==> config.mk <==
export PLATFORM = sky130hd
export DESIGN_NAME = fixed_point_acc_multilane
export DESIGN_NICKNAME = d
export VERILOG_FILES = /design/src/rtl/fixed_point_acc_multilane.sv
export SDC_FILE = /design/constraint.sdc
export NUM_CORES = 1
export LEC_CHECK = 0
export ABC_AREA = 1
export CAP_MARGIN = 30
export CORE_UTILIZATION = 45
export CTS_CLUSTER_DIAMETER = 200
export CTS_CLUSTER_SIZE = 30
export DETAILED_ROUTE_END_ITERATION = 10
export GPL_TIMING_DRIVEN = 1
export PLACE_DENSITY = 0.79
export SLEW_MARGIN = 10
export SYNTH_ARGS = -nofsm -noshare
export SYNTH_HDL_FRONTEND = slang
export SYNTH_SLANG_ARGS = --single-unit
==> constraint.sdc <==
create_clock -name CLK -period 17 [get_ports CLK]
set_input_delay 4.25 -clock CLK [delete_from_list [all_inputs] [get_ports CLK]]
set_output_delay 4.25 -clock CLK [all_outputs]
set_load 0.01 [all_outputs]
==> src/rtl/fixed_point_acc_multilane.sv <==
// Multi-lane signed fixed-point accumulator with saturating output and valid/ready on both sides.
// state      | meaning
// ST_IDLE    | ready for a transaction, last result held
// ST_ACCUM   | summing LANES operands per edge into the guard-widened accumulator
// ST_ADD_BIAS| adding the registered bias as one extra term
// ST_DONE    | result valid, waiting for downstream READY_IN
module fixed_point_acc_multilane #(
  parameter int WIDTH        = 8,
  parameter int FRAC_BITS    = 3,
  parameter int NUM_INPUTS   = 16,
  parameter int LANES        = 4,
  parameter bit HAS_EXT_BIAS = 1'b0
) (
  input  logic                        CLK,
  input  logic                        RSTN,
  input  logic [NUM_INPUTS*WIDTH-1:0] VALUES_IN,
  input  logic [WIDTH-1:0]            EXT_VALUE_IN,
  input  logic                        VALID_IN,
  output logic                        READY_OUT,
  output logic [WIDTH-1:0]            VALUE_OUT,
  output logic                        OVERFLOW_OUT,
  output logic                        VALID_OUT,
  input  logic                        READY_IN
);

  localparam int BEATS = NUM_INPUTS / LANES;
  localparam int BW    = (BEATS > 1) ? $clog2(BEATS) : 1;
  localparam int AW    = WIDTH + $clog2(NUM_INPUTS + 2);
  localparam logic signed [AW-1:0] ACC_MAX = {{(AW-WIDTH+1){1'b0}}, {(WIDTH-1){1'b1}}};
  localparam logic signed [AW-1:0] ACC_MIN = {{(AW-WIDTH+1){1'b1}}, {(WIDTH-1){1'b0}}};

  // All operands share one Q format, so the binary point never needs aligning.
  if (FRAC_BITS < 1 || FRAC_BITS >= WIDTH || (NUM_INPUTS % LANES) != 0) begin : g_bad_cfg
    $error("fixed_point_acc_multilane: invalid parameterisation");
  end

  typedef enum logic [1:0] {ST_IDLE, ST_ACCUM, ST_ADD_BIAS, ST_DONE} state_t;

  state_t                        state_q;
  logic [NUM_INPUTS*WIDTH-1:0]   vals_q;
  logic [WIDTH-1:0]              bias_q;
  logic [BW-1:0]                 beat_q;
  logic signed [AW-1:0]          acc_q;
  logic signed [AW-1:0]          lane_sum;
  logic signed [AW-1:0]          bias_ext;
  logic signed [AW-1:0]          acc_next;
  logic [WIDTH-1:0]              sat_val;
  logic                          sat_ovf;
  logic                          last_beat;

  always_comb begin
    lane_sum = '0;
    for (int l = 0; l < LANES; l++) begin
      logic [WIDTH-1:0] op;
      op = vals_q[(int'(beat_q) * LANES + l) * WIDTH +: WIDTH];
      lane_sum = lane_sum + {{(AW-WIDTH){op[WIDTH-1]}}, op};
    end
  end

  assign bias_ext  = {{(AW-WIDTH){bias_q[WIDTH-1]}}, bias_q};
  assign acc_next  = acc_q + ((state_q == ST_ADD_BIAS) ? bias_ext : lane_sum);
  assign last_beat = (beat_q == BW'(BEATS - 1));

  // Saturate the value that is about to be written, so the result lands on the edge entering DONE.
  always_comb begin
    sat_val = acc_next[WIDTH-1:0];
    sat_ovf = 1'b0;
    if (acc_next > ACC_MAX) begin
      sat_val = {1'b0, {(WIDTH-1){1'b1}}};
      sat_ovf = 1'b1;
    end else if (acc_next < ACC_MIN) begin
      sat_val = {1'b1, {(WIDTH-1){1'b0}}};
      sat_ovf = 1'b1;
    end
  end

  always_ff @(posedge CLK or negedge RSTN) begin
    if (!RSTN) begin
      state_q      <= ST_IDLE;
      vals_q       <= '0;
      bias_q       <= '0;
      beat_q       <= '0;
      acc_q        <= '0;
      READY_OUT    <= 1'b1;
      VALID_OUT    <= 1'b0;
      VALUE_OUT    <= '0;
      OVERFLOW_OUT <= 1'b0;
    end else begin
      case (state_q)
        ST_IDLE: begin
          if (VALID_IN && READY_OUT) begin
            vals_q    <= VALUES_IN;
            bias_q    <= EXT_VALUE_IN;
            acc_q     <= '0;
            beat_q    <= '0;
            READY_OUT <= 1'b0;
            state_q   <= ST_ACCUM;
          end
        end
        ST_ACCUM: begin
          acc_q  <= acc_next;
          beat_q <= beat_q + BW'(1);
          if (last_beat) begin
            beat_q <= '0;
            if (HAS_EXT_BIAS) begin
              state_q <= ST_ADD_BIAS;
            end else begin
              VALUE_OUT    <= sat_val;
              OVERFLOW_OUT <= sat_ovf;
              VALID_OUT    <= 1'b1;
              state_q      <= ST_DONE;
            end
          end
        end
        ST_ADD_BIAS: begin
          acc_q        <= acc_next;
          VALUE_OUT    <= sat_val;
          OVERFLOW_OUT <= sat_ovf;
          VALID_OUT    <= 1'b1;
          state_q      <= ST_DONE;
        end
        ST_DONE: begin
          if (READY_IN) begin
            VALID_OUT <= 1'b0;
            READY_OUT <= 1'b1;
            state_q   <= ST_IDLE;
          end
        end
        default: state_q <= ST_IDLE;
      endcase
    end
  end

endmodule

# Word-level counts from Yosys, hierarchy flattened
# Cells that the tools add are included.
word_totals:
  ff_bits: 164
  inputBits: 140
  output_inout_bits: 11
  word_cells: 69
classes:
  n_addsub: 8
  magnitude_cmp: 2
  n_eq_ne: 7
  shift: 4
  muxes: 24
  reduce_logical: 15
op_table:
  columns: ["op", "n"]
  rows:
  - ["variable part select 128 x 9 -> 8 bit", 3]
  - ["variable part select 128 x 8 -> 8 bit", 1]
  - ["two-way mux 13 bit", 2]
  - ["one-hot mux 13 bit (2 select lines)", 1]
  - ["two-way mux 8 bit", 3]
  - ["one-hot mux 8 bit (2 select lines)", 1]
  - ["adder 13 bit", 1]
  - ["greater-than comparator 13 x 8 -> 1 bit (second input constant)", 1]
  - ["< comparator 13 x 8 -> 1 bit (second input constant)", 1]
  - ["adder 10 x 8 -> 11 bit", 1]
  - ["adder 4 x 2 -> 5 bit (second input constant)", 2]
  - ["adder 9 x 8 -> 10 bit", 1]
  - ["two-way mux 2 bit", 5]
  - ["adder 8 x 8 -> 9 bit", 1]
  - ["AND reduction 3 bit", 3]
  - ["one-hot mux 2 bit (4 select lines)", 1]
  - ["AND reduction 2 bit", 4]
  - ["nonzero test 2 bit", 4]
  - ["two-way mux 1 bit", 7]
  - ["== test 2 bit (second input constant)", 3]
  - ["inequality test 2 bit (second input constant)", 3]
  - ["adder 4 x 1 -> 5 bit (second input constant)", 1]
  - ["one-hot mux 1 bit (2 select lines)", 2]
  - ["one-hot mux 2 bit (2 select lines)", 1]
  - ["7 further kinds", 7]

# Logic depth before layout (Yosys ltp)
# Gate-level depths: netlist of the first run.
logic_depth:
  depth_word: 12
  depth_mapped: 36
  mapped_depth_nobuf: 34

# Worst setup path after synthesis of the first run
# Ideal clock, no wire load.
synth_timing:
  path_type: "reg2reg"
  startpoint: "register beat_q[0]"
  endpoint: "register VALUE_OUT[2]"
  setup_time_ps: 117
  arrival_time_ps: 5220
  required_time_ps: 16883
  path_slack_ps: 11663
  stages_incl_launch_ff: 35
  cell_sequence: "dfrtp_1 inv_1 clkbuf_1 clkbuf_1 nand2_1 a32o_1 fa_1 fa_1 inv_1 ha_1 fa_1 nand3_1 nand2_1 nand2_1 nand2_1 a21oi_1 nor2_1 o21ai_0 a21oi_1 o21ai_0 inv_1 ha_1 inv_2 nor3_2 nand3_1 nand3_1 nand2_1 nand2_1 nor2_1 nand2_2 nand3_4 nand2_1 nand2_1 nand2_1 nand2_1"
synth_via:
  elab_chain_cells: 12
synth_lines:
  columns: ["element", "line_no", "rtl"]
  rows:
  - ["start, declared", "42", "logic [BW-1:0] beat_q;"]
  - ["start signal, assigned", "102", "beat_q <= beat_q + BW'(1);"]
  - ["adder 4 x 1 -> 5 bit", "55", "op = vals_q[(int'(beat_q) * LANES + l) * WIDTH +: WIDTH];"]
  - ["variable part select 128 x 9 -> 8 bit", "55", null]
  - ["adder 8 x 8 -> 9 bit", "56", "lane_sum = lane_sum + {{(AW-WIDTH){op[WIDTH-1]}}, op};"]
  - ["adder 9 x 8 -> 10 bit", "56", null]
  - ["adder 10 x 8 -> 11 bit", "56", null]
  - ["two-way mux 13 bit", "61", "assign acc_next = acc_q + ((state_q == ST_ADD_BIAS) ? bias_ext : lane_sum);"]
  - ["adder 13 bit", "61", null]
  - ["< comparator 13 x 8 -> 1 bit", "71", "end else if (acc_next < ACC_MIN) begin"]
  - ["two-way mux 8 bit", "71", null]
  - ["two-way mux 8 bit", "68", "if (acc_next > ACC_MAX) begin"]
  - ["two-way mux 8 bit", "103", "if (last_beat) begin"]
  - ["one-hot mux 8 bit (2 select lines)", "89", "case (state_q)"]
  - ["end signal, assigned", "108", "VALUE_OUT <= sat_val;"]
  - ["end signal, assigned", "117", "VALUE_OUT <= sat_val;"]
  - ["end, declared", "20", "output logic [WIDTH-1:0] VALUE_OUT,"]
# Several ways; a longest one is shown, not always the timed one. The select of a mux whose other input is x is not followed.
# A chain may end at the register's enable or synchronous reset.

# Final worst setup path of the first run
layout_timing:
  startpoint: "register beat_q[0]"
  endpoint: "register VALUE_OUT[1]"
# The elaborated chain is that of the path after synthesis.

==> results of run 1 <==
## worst paths after layout
check / to / slack, ns / cells after the start
max: VALUE_OUT[1] / 10.23 / 34
min: VALUE_OUT[1] / 0.48 / 2
max reg2reg: VALUE_OUT[1] / 10.23 / 34
min reg2reg: VALUE_OUT[1] / 0.48 / 2
max in group asynchronous: beat_q[0] / 11.80 / 3
min in group asynchronous: vals_q[1] / 3.60 / 1
## layer usage
layer	up-vias	GRT usage (%)
met1	3268	27.62
met4	0	5.037
met5	-	0
met3	22	5.585
li1	3222	-
met2	189	36.30
## per-stage QoR
step	std cells	util (%)	worst slack (ns)	area, sq um
after detailed placement	1256	55.95	10.29	10610
after global placement	1254	55.77	10.12	10570
after floorplan	876	-	11.66	8846
after CTS	1288	58.96	10.25	11180
after global routing	1289	59.11	9.551	11200
final	1289	59.11	10.23	11200
## kinds of logic (layout without fill, tap and decap cells)
group / after synthesis / in the layout / share of synthesized area, %
flops: 164 / 164 / 46.41
fa+ha+maj: 48 / 48 / 8.317
buf+inv: 116 / 269 / 5.092
compound gates: 119 / 119 / 8.571
mux: 136 / 136 / 17.31
simple gates: 285 / 285 / 13.42
xor+xnor: 8 / 8 / 0.8770
## placed cells by master (no fill, tap or decap), types with 4 or more instances in the layout
master	synthesis	layout
nand2_1	205	205
dfrtp_1	163	162
clkdlybuf4s50_1	0	149
mux2_2	136	136
inv_1	72	71
a21oi_1	42	42
nor2_1	34	34
o21ai_0	33	33
ha_1	30	30
a32o_1	27	27
nand3_1	23	22
fa_1	18	18
clkbuf_16	0	17
o22ai_1	12	12
inv_2	5	7
nand2_2	7	7
buf_4	0	6
nand4_1	5	5
xnor2_1	4	4
clkinv_2	0	4
## flip-flops by register name, indices dropped and copies added (netlist names)
| signal | flops |
|---|---|
| OVERFLOW_OUT | 1 |
| READY_OUT | 1 |
| VALID_OUT | 1 |
| VALUE_OUT | 8 |
| acc_q | 13 |
| beat_q | 2 |
| bias_q | 8 |
| state_q | 2 |
| vals_q | 128 |
## cells in the mapped netlist, types with 12 or more instances
library cell and instances:
nand2_1 205, dfrtp_1 163, mux2_2 136, inv_1 72, a21oi_1 42, nor2_1 34
o21ai_0 33, ha_1 30, a32o_1 27, nand3_1 23, clkbuf_1 22, fa_1 18
buf_2 12, o22ai_1 12
## power breakdown
group	internal, mW	switching [mW]
combinational	0.0289	0.0140
clock	0.213	0.155
sequential	0.390	0
total	0.633	0.169
## layout make-up
type / count / share of cell area [%]
Timing Repair Buffer: 158 / 14.30
Clock buffer: 21 / 4.199
Tap cell: 260 / 2.903
Inverter: 79 / 2.647
Clock inverter: 11 / 0.8934
Sequential cell: 164 / 36.65
Multi-Input combinational cell: 596 / 38.40
## worst max-delay path, delay by kind of cell (launching register included)
kind | cells | cell delay (ns)
fa+ha+maj | 5 | 2.10
flops | 1 | 0.39
simple gates | 19 | 1.65
buf+inv | 5 | 1.42
compound gates | 5 | 1.03
==> impl_metrics.toml, run 1 <==
[power]
p_leak_nw = 5.539
powerDensity_mw_per_mm2 = 71.58
power_mw = 0.8020
ir_drop_v = 0.00007206

[clock_tree]
root_buffer = "clkbuf_16"
htree_levels = 4
path_clk_slew_ns = 0.07
hold_buffers = 0
clock_sinks = 164
clk_latency_ns = 0.43
clock_path_buffers = 2
post_cts_resize_count = 0
cts_tree = "yes"
cts_setup_buffers = 0
cts_buffers = 17

[critical_path]
r2r-start = "beat_q[0]"
critPathKind = "flop to flop"
max_stage_delay_ns = 0.55
end_kind = "flop"
setup.worst_path.start = "beat_q[0]"
start_kind = "flop"
cp_slowest_cell = "fa_1"
worst_ep_required_time_ns = 17.31
cp_max_fo = 66
crit_top_cell = "nand2_1"
cp.arrival_ns = 7.08

[route]
drt_iter0_drc = 423
ant_nets = 0
via_per_inst = 5.199
first_pass_iters = 5
topRoutingLayerUsed = "met4"
routed_wirelength_mm = 20.47
wl_met3_mm = 1.250
vias = 6701
wl_per_cell_microns = 15.88
wl_met2_mm = 10.15
drt-met1-wl_mm = 8.818
drc = 0

[min_path]
hp-class = "flop to flop"
min-delay-start = "VALUE_OUT[1]"

[global_route]
grt_pass1_vias = 6819
grt-ovfl-total = 0
track_usage_pct = 21.51
grt_max_degree = 100
antenna_found_initial = 0
grt_pass1_wl_mm = 33.42

[logic_synthesis]
avgSynthCellArea_sq_um = 10.10
synth-seq-cells = 164
synth_top_area_share_pct = 46.11
post-synth-top-area-cell = "dfrtp_1"
netlist_instances = 876
ys.warnings.count = 0
ys_async_sr_fraction_pct = 100.0
synth.cell_area_sq_mm = 0.008846
synth_cell_types = 36
synth-edff-count = 0
synth_area_leaders = "dfrtp_1 46%, mux2_2 17%, nand2_1 8.7%, ha_1 4.2%, fa_1 4.1%"
ys_seq_area_share_pct = 46.41
ys.flop_type = "dfrtp_1"
syn_nets = 1064

[timing]
setup_viol = 0
fin_crit_sh_pct = 39.83
tns_ns = 0
slew_violations = 0
hold_viol_final = 0
skew_ns = 0.009758
fin_hold_ws_ns = 0.4777
max_clock_freq_mhz = 147.7
rsz0062_at_grt = "no"
fin_crit_ns = 6.772
worst_slew_pin_slew_ns = 0.8564
slew_headroom_pct = 42.91

[status]
status = "complete, no violations"

[place]
place_congestion = 0.9069
io_buffers = 150
hpwl_mm = 14.83

[final_layout]
drive_gt1_share_pct = 19.92
nets = 1204
n_fill_cell = 1557
num_antenna_cells = 0
ff_latch_area_sq_mm = 0.004106
synthToLayoutAreaGrowth_pct = 26.66
multi_input_area_sq_mm = 0.004303

[flow_run]
maxCapViolations = 0

[floorplan]
die_height_microns = 142.2
core-area_sq_mm = 0.01896
initial_core_util_pct = 46.67
ios = 151
rows = 50
chipWidth_microns = 142.2
dieArea_sq_mm = 0.02022
(Power assumes the default switching activity.)
==> run 2, diff against run 1 <==
--- a/config.mk
+++ b/config.mk
@@ -12,7 +12,7 @@
 export CTS_CLUSTER_SIZE = 30
 export DETAILED_ROUTE_END_ITERATION = 10
 export GPL_TIMING_DRIVEN = 1
-export PLACE_DENSITY = 0.79
+export PLACE_DENSITY = 0.81
 export SLEW_MARGIN = 10
 export SYNTH_ARGS = -nofsm -noshare
 export SYNTH_HDL_FRONTEND = slang
==> constraint.sdc (replaced) <==
create_clock -name CLK -period 6.1 [get_ports CLK]
set_input_delay 1.525 -clock CLK [delete_from_list [all_inputs] [get_ports CLK]]
set_output_delay 1.525 -clock CLK [all_outputs]
set_load 0.01 [all_outputs]
==> run 2 against run 1 <==
Effect of this change:
- sequential power increased to 2.8 times the previous value
- sequential share of layout area down 0.24 points
- via count is 1.1% higher
- largest power group is now the clock network
- highest routed layer unchanged
==> impl_metrics.toml, run 2 (synthesis results as in run 1) <==
[status]
status = "complete, no violations"

[clock_tree]
cts_buffers = 17
cts_setup_buffers = 0
clk_latency_ns = 0.43
clock_sinks = 164
clock_path_buffers = 2
cts_tree = "yes"
root_buffer = "clkbuf_16"
path_clk_slew_ns = 0.07
htree_levels = 4

[timing]
setup_viol = 0
max_clock_freq_mhz = 176.8
tns_ns = 0
hold_viol_final = 0
fin_hold_ws_ns = 0.4797
slew_headroom_pct = 46.19
skew_ns = 0.01105
fin_crit_ns = 5.655
fin_crit_sh_pct = 92.70
slew_violations = 0
rsz0062_at_grt = "no"
worst_slew_pin_slew_ns = 0.8072

[power]
combPwrFrac_pct = 5.0
p_clk_share_pct = 48.8
powerDensity_mw_per_mm2 = 208.6
power_mw = 2.353
ir_drop_v = 0.0001712
p_leak_nw = 5.568
switchingPower_mw = 0.5164
p_seq_share_pct = 46.2
swShare_pct = 21.95
p_int_mw = 1.837

[critical_path]
max_stage_delay_ns = 0.54
cp.arrival_ns = 5.97
cp_max_fo = 18
worst_ep_required_time_ns = 6.42
critPathTopFamily = "adder cells"
cp_num_buf_inv = 4
crit_top_cell = "nand2_1"
cp_slowest_cell = "fa_1"
critPathKind = "flop to flop"
start_kind = "flop"
end_kind = "flop"

[global_route]
track_usage_pct = 21.94
grt_max_degree = 139
grt-ovfl-total = 0
grt_pass1_vias = 6971
antenna_found_initial = 0
grt_pass1_wl_mm = 34.00

[final_layout]
nets = 1206
reg_top3 = "vals_q: 128 flops, acc_q: 13 flops"
multi_input_area_sq_mm = 0.004303
fin_cells = 1291
postLayoutCellArea_sq_mm = 0.01128
synthToLayoutAreaGrowth_pct = 27.51
final_common_cell = "nand2_1"
ff_latch_area_sq_mm = 0.004106
num_antenna_cells = 0
drive_gt1_share_pct = 20.08
top_register = "vals_q"
largest_reg_flops = 128
n_fill_cell = 1569
mostFrequentLayoutCells = "205 x nand2_1, 162 x dfrtp_1, 149 x clkdlybuf4s50_1, 136 x mux2_2, 71 x inv_1"

[route]
drc = 0
drt_iter0_drc = 400
via_per_inst = 5.249
first_pass_iters = 5
vias = 6776
wl_per_cell_microns = 16.31
routed_wirelength_mm = 21.06
ant_nets = 0

[floorplan]
chipWidth_microns = 142.2
initial_core_util_pct = 46.67
die_height_microns = 142.2
core-area_sq_mm = 0.01896
ios = 151
rows = 50
dieArea_sq_mm = 0.02022

[flow_run]
maxCapViolations = 0

[place]
place_congestion = 0.8926
io_buffers = 150
hpwl_mm = 15.12
placed_cells = 1258
dpl_cell_area_sq_mm = 0.01064

[min_path]
hp-class = "flop to flop"
[run 2: cell types whose count changed in the layout (fill, tap and decap cells not counted), sizes merged]
cell,change
buf,+2
bufinv,+2
clkbuf,-2
clkinv,-4
inv,+4
[run 2: final cells by class]
type / instances / area share, %
Tap cell: 260 / 2.884
Sequential cell: 164 / 36.41
Timing Repair Buffer: 160 / 14.32
Clock buffer: 19 / 3.927
Multi-Input combinational cell: 596 / 38.15
Inverter: 79 / 2.651
Clock inverter: 13 / 1.664
[run 2: final timing paths]
path | start | to | slack (ns) | cells after the start
min in group asynchronous | RSTN | bias_q[7] | 1.15 | 1
max in group asynchronous | RSTN | vals_q[15] | 3.85 | 2
worst min-delay path | OVERFLOW_OUT | OVERFLOW_OUT | 0.48 | 2
worst max-delay path | beat_q[0] | VALUE_OUT[0] | 0.45 | 32
worst max register to register | beat_q[0] | VALUE_OUT[0] | 0.45 | 32
worst min register to register | OVERFLOW_OUT | OVERFLOW_OUT | 0.48 | 2
[run 2: power groups by stage]
stage	sequential, mW	clock [mW]	combinational [mW]
after floorplan	1.11	0	0.00111
after global routing	1.09	1.21	0.128
after global placement	1.11	0	0.121
after CTS	1.09	1.16	0.121
final	1.09	1.15	0.118
after detailed placement	1.11	0	0.121
[run 2: per-layer routing]
layer / wire length, microns / global-route usage, %
met5: 0 / 0
met2: 10170 / 36.84
met1: 9146 / 27.59
met3: 1258 / 5.485
met4: 481 / 7.357
[run 2: repair_timing]
item | CTS | global route
gates resized for setup | 0 | 2
hold buffers | 0 | 0
endpoints found under the setup margin | 0 | 8
[run 2: metrics by stage]
| step | util, % | worst slack [ns] |
|---|---|---|
| after floorplan | - | 0.7633 |
| after global placement | 56.13 | 0.6857 |
| after detailed placement | 56.13 | 0.4180 |
| after CTS | 59.45 | 0.3837 |
| after global routing | 59.50 | 0.01003 |
| final | 59.50 | 0.4451 |
[run 2: tightest hold or removal path, stage by stage (launching register included)]
cell and delay, ns:
dfrtp_1 0.34, nand2_1 0.06, nand2_1 0.05
